File: src/rtl/sum_latch_uart_n.sv
// sum_latch_uart_n: latches up to NUM_OPS operands from a shared bus on
// active-low strobes, keeps a registered running sum and sends it LSB-byte
// first over an 8N1 UART whenever the sum has been reloaded since the last frame.
module sum_latch_uart_n #(
   parameter int unsigned DATA_W       = 3,
   parameter int unsigned NUM_OPS      = 4,
   parameter int unsigned CLKS_PER_BIT = 16,
   localparam int unsigned SUM_W       = DATA_W + $unsigned($clog2(NUM_OPS)),
   localparam int unsigned NBYTES      = (SUM_W + 7) / 8
) (
   input  logic                clk,
   input  logic                reset,
   input  logic [NUM_OPS-1:0]  save_n,
   input  logic [DATA_W-1:0]   data_input,
   input  logic                clear,
   input  logic                uart_tx_en,
   output logic                uart_txd,
   output logic                uart_tx_busy,
   output logic [SUM_W-1:0]    sum_out
);

   localparam int unsigned CNT_W  = $clog2(CLKS_PER_BIT);
   localparam int unsigned IDX_W  = (NBYTES > 1) ? $clog2(NBYTES) : 1;
   localparam int unsigned SNAP_W = NBYTES * 8;

   typedef enum logic [1:0] {IDLE, START, DATA, STOP} tx_state_t;

   logic [NUM_OPS-1:0] sync1, sync2, hist, fall_q;
   logic [DATA_W-1:0]  op [NUM_OPS];
   logic               load_q;
   logic [SUM_W-1:0]   sum_c;
   logic               dirty;
   tx_state_t          state;
   logic [CNT_W-1:0]   cnt;
   logic [2:0]         bit_idx;
   logic [IDX_W-1:0]   byte_idx;
   logic [SNAP_W-1:0]  shreg;
   logic               bit_last;
   logic               frame_start;

   // Two-flop synchroniser, history flop and registered falling-edge pulse
   always_ff @(posedge clk) begin
      if (reset) begin
         sync1  <= '1;
         sync2  <= '1;
         hist   <= '1;
         fall_q <= '0;
      end else begin
         sync1  <= save_n;
         sync2  <= sync1;
         hist   <= sync2;
         fall_q <= hist & ~sync2;
      end
   end

   // Operand registers; clear beats any save landing in the same cycle
   always_ff @(posedge clk) begin
      if (reset) begin
         for (int i = 0; i < NUM_OPS; i++) op[i] <= '0;
         load_q <= 1'b0;
      end else if (clear) begin
         for (int i = 0; i < NUM_OPS; i++) op[i] <= '0;
         load_q <= 1'b1;
      end else begin
         for (int i = 0; i < NUM_OPS; i++) begin
            if (fall_q[i]) op[i] <= data_input;
         end
         load_q <= |fall_q;
      end
   end

   // Zero-extended sum of all operands
   always_comb begin
      sum_c = '0;
      for (int i = 0; i < NUM_OPS; i++) sum_c = sum_c + SUM_W'(op[i]);
   end

   assign bit_last    = (cnt == CNT_W'(CLKS_PER_BIT - 1));
   assign frame_start = (state == IDLE) && uart_tx_en && dirty;

   // Sum register, dirty flag and UART transmit state machine
   always_ff @(posedge clk) begin
      if (reset) begin
         sum_out      <= '0;
         dirty        <= 1'b0;
         state        <= IDLE;
         uart_txd     <= 1'b1;
         uart_tx_busy <= 1'b0;
         cnt          <= '0;
         bit_idx      <= '0;
         byte_idx     <= '0;
         shreg        <= '0;
      end else begin
         if (load_q) sum_out <= sum_c;

         // a reload in the same cycle as a frame start keeps the flag set
         if (load_q)           dirty <= 1'b1;
         else if (frame_start) dirty <= 1'b0;

         case (state)
            IDLE: begin
               if (frame_start) begin
                  shreg        <= SNAP_W'(sum_out);
                  byte_idx     <= '0;
                  cnt          <= '0;
                  uart_txd     <= 1'b0;
                  uart_tx_busy <= 1'b1;
                  state        <= START;
               end
            end
            START: begin
               if (bit_last) begin
                  cnt      <= '0;
                  bit_idx  <= '0;
                  uart_txd <= shreg[0];
                  state    <= DATA;
               end else begin
                  cnt <= cnt + CNT_W'(1);
               end
            end
            DATA: begin
               if (bit_last) begin
                  cnt   <= '0;
                  shreg <= shreg >> 1;
                  if (bit_idx == 3'd7) begin
                     uart_txd <= 1'b1;
                     state    <= STOP;
                  end else begin
                     bit_idx  <= bit_idx + 3'd1;
                     uart_txd <= shreg[1];
                  end
               end else begin
                  cnt <= cnt + CNT_W'(1);
               end
            end
            STOP: begin
               if (bit_last) begin
                  cnt <= '0;
                  if (byte_idx == IDX_W'(NBYTES - 1)) begin
                     uart_tx_busy <= 1'b0;
                     state        <= IDLE;
                  end else begin
                     byte_idx <= byte_idx + IDX_W'(1);
                     uart_txd <= 1'b0;
                     state    <= START;
                  end
               end else begin
                  cnt <= cnt + CNT_W'(1);
               end
            end
            default: state <= IDLE;
         endcase
      end
   end

endmodule

File: config.mk
export PLATFORM = sky130hd
export DESIGN_NAME = sum_latch_uart_n
export DESIGN_NICKNAME = d
export VERILOG_FILES = /design/src/rtl/sum_latch_uart_n.sv
export SDC_FILE = /design/constraint.sdc
export NUM_CORES = 1
export LEC_CHECK = 0
export CAP_MARGIN = 25
export CORE_ASPECT_RATIO = 0.6
export CORE_MARGIN = 3
export CORE_UTILIZATION = 61
export DETAILED_ROUTE_END_ITERATION = 16
export PLACE_DENSITY = 0.88
export SLEW_MARGIN = 20
export SYNTH_ARGS = -nofsm -noshare
export SYNTH_HDL_FRONTEND = slang
export SYNTH_SLANG_ARGS = --single-unit
File: constraint.sdc
create_clock -name clk -period 5.3 [get_ports clk]
set_input_delay 0.795 -clock clk [delete_from_list [all_inputs] [get_ports clk]]
set_output_delay 0.795 -clock clk [all_outputs]
set_load 0.01 [all_outputs]
# [Word level (Yosys, flattened, before mapping)]
# Memories as Yosys holds them, arrays and structs flattened.
# Index checks and enable logic that the tools add are counted.
[word_totals] ff_bits=43 latchBits=0 ramBits=12 mem_bits_ro=0 input_bits=11 output_inout_bits=7 word_cells=121 memories=1
[classes] n_addsub=6 n_mul=0 div_mod_pow=0 n_lt_le_gt_ge=0 n_eq_ne=13 shift=0 muxes=62 bitwise=10 reduce_logical=15
[memory_table] memory="op" words=4 width=3 read_ports=4 rd_ports_with_merged_regs=0 write_ports=4 line_no="29" text="logic [DATA_W-1:0] op [NUM_OPS];"
[op_table] operator="2-to-1 mux 1 bit" n=35
[op_table] operator="2-to-1 mux 3 bit" n=11
[op_table] operator="2-to-1 mux 8 bit" n=2
[op_table] operator="!= test 2 bit, second input constant" n=8
[op_table] operator="one-hot mux 8 bit (2 select lines)" n=1
[op_table] operator="2-to-1 mux 2 bit" n=5
[op_table] operator="AND reduction 5 bit" n=2
[op_table] operator="2-to-1 mux 4 bit" n=2
[op_table] operator="OR 1 bit" n=8
[op_table] operator="one-hot mux 2 bit (4 select lines)" n=1
[op_table] operator="one-hot mux 4 bit (2 select lines)" n=1
[op_table] operator="AND reduction 4 bit" n=2
[op_table] operator="nonzero test 2 bit" n=4
[op_table] operator="one-hot mux 3 bit (2 select lines)" n=1
[op_table] operator="AND reduction 3 bit" n=2
[op_table] operator="adder 4 x 3 -> 5 bit" n=1
[op_table] operator="adder 5 x 3 -> 5 bit" n=1
[op_table] operator="adder 3 x 3 -> 4 bit" n=1
[op_table] operator="adder 4 x 1 -> 4 bit, second input constant" n=1
[op_table] operator="bitwise AND 4 bit" n=1
[op_table] operator="equality test 2 bit, second input constant" n=2
[op_table] operator="equality test 4 bit, second input constant" n=1
[op_table] operator="NOT 4 bit" n=1
[op_table] operator="one-hot mux 1 bit (2 select lines)" n=2
[op_table] operator="other kinds (9)" n=10

# [Longest topological paths before layout]
# Gate-level depths: netlist of the first run.
[depth] depth_word=5 depth_mapped=10 depth_no_buf=10

# [Worst setup path before layout of the first run]
# Ideal clock, no wire load.
[synth_timing] kind="register to register" startpoint="memory op[3][1]" endpoint="register sum_out[3]" setup_ns=0.128 arrival_time_ns=2.264 setup_slack_ns=2.908 stages_incl_launch_ff=11 synth_period_minus_slack_ns=2.392 cell_sequence="edfxtp_1 > inv_1 > fa_1 > inv_1 > fa_1 > ha_1 > inv_1 > fa_1 > xnor2_1 > mux2i_1 > nor2_1"
[synth_rtl] item="start, declared" line_no="29"
[synth_rtl] item="end signal, assigned" line_no="94" text="if (load_q) sum_out <= sum_c;"
[synth_rtl] item="end, declared" line_no="19" text="output logic [SUM_W-1:0] sum_out"

==> results of run 1 <==
==> cell families after synthesis <==
family          count (synthesis)
simple gates                   75
flops                          51
compound gates                 38
buf+inv                        25
fa+ha+maj                      18
mux                            10
xor+xnor                        1
==> power groups by stage <==
stage	Clock, W	Sequential [W]	Combinational [W]
after global routing	0.000249	0.000461	0.000254
final	0.000221	0.000456	0.000225
after floorplan	0	0.000463	0.000168
after detailed placement	0	0.000465	0.000222
after CTS	0.000229	0.000456	0.000223
after global placement	0	0.000463	0.000214
==> cell usage in the layout, fill, tap and decap left out, types with 3 or more instances in the layout <==
cell,count
or3_1,4
ha_1,12
a21o_1,3
fa_1,6
a211oi_1,8
clkdlybuf4s50_1,17
mux2i_1,10
a21oi_1,11
nor2_1,24
o21ai_0,7
or2_2,12
clkbuf_8,5
and3_1,9
inv_1,17
nor3_1,7
nand2_1,5
edfxtp_1,9
dfxtp_1,42
==> worst max-delay path: stages (launching register included) <==
cell and delay, ns:
edfxtp_1 0.35, inv_1 0.06, fa_1 0.54, inv_1 0.05, fa_1 0.50, ha_1 0.17
inv_1 0.06, fa_1 0.39, xnor2_1 0.14, mux2i_1 0.13, nor2_1 0.05
==> area by class of cell <==
type / instances / share of cell area [%]
clock buffer: 5 / 2.71
multi-input combinational: 142 / 41.1
timing repair buffer: 18 / 6.99
inverter: 17 / 2.51
clock inverter: 3 / 0.738
tap: 45 / 2.21
sequential: 51 / 43.7
==> registers in the layout (all words and copies together) (netlist names) <==
register and flops:
cnt 4, uart_tx_busy 1, bit_idx 3, load_q 1, sum_out 5, dirty 1
uart_txd 1, fall_q 4, op 12, sync2 4, sync1 4, state 2
hist 4, shreg 5
==> path summary, 6_finish.rpt <==
kind | from | slack, ns | cells past startpoint | endpoint
max | op[3][1] | 2.74 | 10 | sum_out[3]
min reg2reg | hist[1] | 0.41 | 2 | fall_q[1]
max reg2reg | op[3][1] | 2.74 | 10 | sum_out[3]
min | hist[1] | 0.41 | 2 | fall_q[1]
==> metrics by stage <==
step           hold slack [ns]  cells  setup WS, ns  instance area [um^2]  util [%]
4_1_cts                  0.415    281          2.72                  2540      74.3
5_1_grt                  0.442    281          2.63                  2540      74.3
6_report                 0.413    281          2.74                  2540      74.3
2_1_floorplan            0.389    218          2.91                  2280         -
3_5_place_dp             0.393    273          2.76                  2450      71.7
3_3_place_gp             0.391    273          2.87                  2450      71.7
==> routing by layer <==
metal / GRT usage (%) / vias up / part of all wire, %
met5: 0 / - / 0
met4: 6.58 / 0 / 1.1
met3: 8.09 / 6 / 7.4
met2: 27.2 / 35 / 41
met1: 28.0 / 727 / 50
li1: - / 791 / -
==> metrics.md, run 1 <==
| Metric | Value |
|---|---|
| Share of the synthesized area in the top cell type | `about 37%` |
| First-pass GRT wire length | `6710 um` |
| Starting Density | `approximately two thirds` |
| Post-synth top cells | `dfxtp_1, nor2_1, inv_1` |
| Worst VDD drop | `between 0.2 and 0.3 mV` |
| CP Class | `reg2reg` |
| DP Wirelength | `2830 um` |
| IO Port Bufs | `17` |
| Total core area | `3420 um^2` |
| Status | `finished, final reports clean` |
| Die area | `between 4000 and 5000 um^2` |
| Period utilisation layout | `approximately half` |
| Clock Pin Slew Worst Setup and Hold Paths | `around 0.090 ns` |
| Largest family of logic cells by synthesized area | `simple AND/OR/NAND/NOR gates` |
| XOR/XNOR share of the synthesized area | `less than 1%` |
| Number of synthesized register bits | `51` |
| Post-synthesis cell count | `roughly 220` |
| Fill cell count | `247` |
| Num CTS Buffers | `5` |
| Critical Path RT | `around 5.5 ns` |
| Worst Hold Class | `reg2reg` |
| Most numerous cell in the Yosys netlist | `dfxtp_1` |
| Synthesized area per cell | `roughly 10 um^2` |
| Cts repair resizes | `0` |
| Flop pwr share | `50.5%` |
| # DRC | `0` |
| Die Wd | `approximately 85 um` |
| Avg WL per Cell | `~14 um` |
| Post-synthesis compound-gate area fraction | `11.7%` |
| Logic gate share of total power | `between 20% and 30%` |
| P_int | `a little over 0.0006 W` |
| Clock Path Buffers | `2` |
| Ys Warns | `0` |
| Final ANT Viol Nets | `0` |
| Synth cell types | `39` |
| Clock Sinks | `a little over 50` |
| Synth Area in Adders | `roughly an eighth` |
| Vias | `1559` |
| Critical Path Source Type | `flop` |
| Drt first pass iters | `4` |
| Die Height | `~53 um` |
| Max-Cap Viols | `0` |
| Sw Ratio | `between 30% and 40%` |
| Multiplexer share of the synthesized area | `approximately 4.4%` |
| Simple-gate share of the synthesized area | `between 10% and 20%` |
| Total Routing Usage GR | `roughly 20%` |
| Post-Syn Area | `2280 um^2` |
| Share of cells above drive strength 1 | `10.6%` |
| Slew Limit Headroom | `58.1%` |
| GRT overflow | `0` |
| Setup TNS | `0 ns` |
| Vias per cell | `approximately 5.5` |
| Minimum clock period | `2.56 ns` |
| Ys async rst share | `0%` |
| Area leader, netlist | `dfxtp_1` |
| Fin. Hold Viols | `0` |
| Slew Viols, Final | `0` |
| P_sw | `around 0.00028 W` |
| NumNets Final | `between 200 and 300` |
| Synth Net Count | `247` |
| Largest net degree at the start of global routing | `44` |
| CP max FO | `2` |
| Ys flop type | `dfxtp_1` |
| Clk Latency, worst-skew pair | `roughly 0.31 ns` |
| Overall power | `about 0.00090 W` |
| Pwr Density | `approximately 360 nW/um^2` |
| Cell leakage power | `1.06 nW` |
| Clock network fraction of total power | `24.5%` |
| Worst-margin pin slew | `0.629 ns` |
| I/O pins | `18` |
| RSZ-0062 raised after global routing | `no` |
| Cts hold-fix bufs | `0` |
| Setup Viol. Count Final | `0` |
| F_max | `~0.4 GHz` |
| CP Data Arrival Time | `2.75 ns` |
| Root buffer cell | `clkbuf_8` |
| Detailed Route Iter0 Violations | `just over 80` |
| CP Capture Type | `flop` |
| Sequential area share after synthesis | `around 50%` |
| H-tree depth | `2` |
| Register area | `about 1100 um^2` |
| Inserted Diodes | `0` |
| Synth top area cells | `dfxtp_1, edfxtp_1, ha_1, fa_1, mux2i_1` |
| Final setup skew | `approximately 0.0046 ns` |
| Layout overhead on the synthesized area | `11.3%` |
| Post-Route WL | `about 4000 um` |
| Post-synth EDFFs | `9` |
| CTS tree | `done` |
| Vias in the first global route | `between 1000 and 1500` |
| Rows | `16` |
| Initial antenna violation count | `0` |
| Postcts setup bufs | `0` |
| Multi-input gate area | `roughly 1000 um^2` |
| Routability congestion estimate | `approximately 0.81` |
No activity file was read; power rests on OpenSTA's default activity.
==> run 2, diff against run 1 <==
CORE_UTILIZATION = 57   (was 61)
PLACE_DENSITY = 0.83   (was 0.88)
clock period = 2.6 ns   (was 5.3 ns; I/O delays follow)
==> run 2 against run 1 <==
Compared with the run above:
- cell area increased by 0.89%
- via count increased by 0.96%
- setup slack got worse by 2.6 ns
- hold slack got worse by 0.0013 ns
- die area increased by 6.4%
- combinational power increased by 110%
- clock-buffer cell count unchanged
- critical endpoint unchanged
- largest power group unchanged
==> metrics.md, run 2 (synthesis gave the netlist of run 1 again) <==
| Metric | Value |
|---|---|
| Final Core Density | `about two thirds` |
| Minimum clock period | `roughly 2.4 ns` |
| GRT met2 Usage | `between 20% and 30%` |
| Worst hold stages | `2` |
| Final ANT Viol Nets | `0` |
| Setup TNS | `0 ns` |
| Share of cells above drive strength 1 | `approximately an eighth` |
| Placed cells | `roughly 280` |
| I/O pins | `18` |
| Slew Viols, Final | `0` |
| CTS tree | `done` |
| Cell leakage power | `1.07 nW` |
| Design area | `roughly 2600 um^2` |
| Clk Latency, worst-skew pair | `about 0.30 ns` |
| Reg2reg path depth | `10` |
| Starting Density | `60.7%` |
| Reg2Reg Launch Point | `op[2][1]` |
| Post-Layout Cell Count | `roughly 290` |
| Most frequent CP cell | `inv_1` |
| Max reg flops | `12` |
| CP Data Arrival Time | `about 2.6 ns` |
| Layer with the highest usage | `met1` |
| Final setup skew | `0.00757 ns` |
| Worst-margin pin slew | `around 0.44 ns` |
| Global-route track usage on met1 | `a little over a quarter` |
| CP Capture Type | `flop` |
| Routability congestion estimate | `0.807` |
| Biggest register | `op` |
| Avg WL per Cell | `around 13 um` |
| Die area | `slightly below 5000 um^2` |
| Clock Sinks | `51` |
| NumNets Final | `266` |
| Die Height | `roughly 55 um` |
| Critical Path Source Type | `flop` |
| Cts hold-fix bufs | `0` |
| Total Routing Usage GR | `around 17%` |
| RSZ-0062 raised after global routing | `no` |
| Vias per cell | `5.52` |
| Reg2Reg Setup Slack | `~0.18 ns` |
| Final setup margin | `0.178 ns` |
| Die Wd | `87.7 um` |
| Largest regs | `op (12), shreg (5), sum_out (5)` |
| Rows | `17` |
| Post-Route WL | `roughly 3800 um` |
| Met3 Usage GRT | `4.44%` |
| Layout overhead on the synthesized area | `12.3%` |
| Max-Cap Viols | `0` |
| Inserted Diodes | `0` |
| DP Wirelength | `approximately 2800 um` |
| Critical-path cell with the highest stage delay | `fa_1` |
| Num CTS Buffers | `5` |
| Root buffer cell | `clkbuf_8` |
| GRT overflow | `0` |
| Largest net degree at the start of global routing | `20` |
| Most frequent cells in the layout | `dfxtp_1, nor2_1, inv_1, clkdlybuf4s50_1, or2_2` |
| F_max | `a little over 0.4 GHz` |
| Drt first pass iters | `4` |
| Critical Path RT | `2.80 ns` |
| Fin. Hold Viols | `0` |
| # DRC | `0` |
| Setup slack at placement | `0.102 ns` |
| Hold Crit Start | `hist[1]` |
| Status | `finished, final reports clean` |
| Total core area | `3760 um^2` |
| IO Port Bufs | `17` |
| CP Class | `reg2reg` |
| Setup Viol. Count Final | `0` |
| Placed Area | `about 2500 um^2` |
| CP cell instances | `inv_1 > fa_1 > inv_1 > fa_1 > ha_2 > inv_1 > fa_2 > xnor2_1 > mux2i_1 > nor2_1` |
| Vias in the first global route | `around 1300` |
| Detailed Route Iter0 Violations | `85` |
| Worst path max stage delay | `0.50 ns` |
| Cts repair resizes | `0` |
| H-tree depth | `2` |
| Period utilisation layout | `about 93%` |
| CP max FO | `2` |
| Worst VDD drop | `0.326 mV` |
| Postcts setup bufs | `0` |
| Hold Crit Endpoint | `fall_q[1]` |
| Worst Hold Class | `reg2reg` |
| Commonest non-fill, non-tap cell in the layout | `dfxtp_1` |
| Slew Limit Headroom | `70.8%` |
| Clock Pin Slew Worst Setup and Hold Paths | `0.09 ns` |
| Initial antenna violation count | `0` |
| Pwr Density | `about 700 nW/um^2` |
| First-pass GRT wire length | `between 6000 and 7000 um` |
| Vias | `1574` |
| Clock Path Buffers | `2` |
| RR Endpoint | `sum_out[3]` |
-- run 2: cell types whose count changed in the layout (fill, tap and decap cells not counted) --
cell,before,now
buf_4,1,3
fa_1,6,5
fa_2,0,1
ha_1,12,11
ha_2,0,1
-- run 2: layout make-up --
| cell class | count | area (um^2) |
|---|---|---|
| Clock buffer | 5 | 68.8 |
| Clock inverter | 3 | 18.8 |
| Fill cell | 285 | 1200 |
| Inverter | 17 | 63.8 |
| Multi-Input combinational cell | 142 | 1050 |
| Sequential cell | 51 | 1110 |
| Tap cell | 47 | 58.8 |
| Timing Repair Buffer | 20 | 193 |
-- run 2: worst max-delay path by stage --
stage / from / to / cells past startpoint / slack (ns)
after floorplan: op[3][1] / sum_out[3] / 10 / 0.21
after global placement: op[3][1] / sum_out[3] / 10 / 0.19
after detailed placement: op[3][1] / sum_out[3] / 10 / 0.10
after CTS: op[2][1] / sum_out[3] / 10 / 0.12
after global routing: op[3][1] / sum_out[3] / 10 / 0.02
final: op[2][1] / sum_out[3] / 10 / 0.18
-- run 2: stage by stage --
step	hold slack, ns	total power (W)
3_3_place_gp	0.391	0.00139
2_1_floorplan	0.389	0.00129
5_1_grt	0.429	0.00194
4_1_cts	0.413	0.00185
6_report	0.412	0.00184
3_5_place_dp	0.394	0.00140
-- run 2: power by group --
group / leakage (nW) / internal (W) / switching, W
Sequential: 0.444 / 0.000881 / 0.0000528
Combinational: 0.578 / 0.000204 / 0.000261
Clock: 0.0483 / 0.000190 / 0.000252
Total: 1.07 / 0.00127 / 0.000567
-- run 2: routing by layer --
layer | vias up | share of wire (%)
met5 | - | 0
met4 | 0 | 0.26
met3 | 2 | 6.5
met2 | 40 | 41
met1 | 737 | 52
li1 | 795 | -
-- run 2: worst max-delay path, delay by kind of cell (launching register included) --
kind | cells | cell delay [ns]
xor gates and xnor gates | 1 | 0.13
adders and majority gates | 4 | 1.50
buffers and inverters | 3 | 0.16
DFF | 1 | 0.35
muxes | 1 | 0.14
and+or+nand+nor | 1 | 0.05
==> run 3, diff against run 2 <==
CAP_MARGIN = 5   (was 25)
==> results of run 3 <==
Final layout, timing and power as in run 2 (identical DEF).
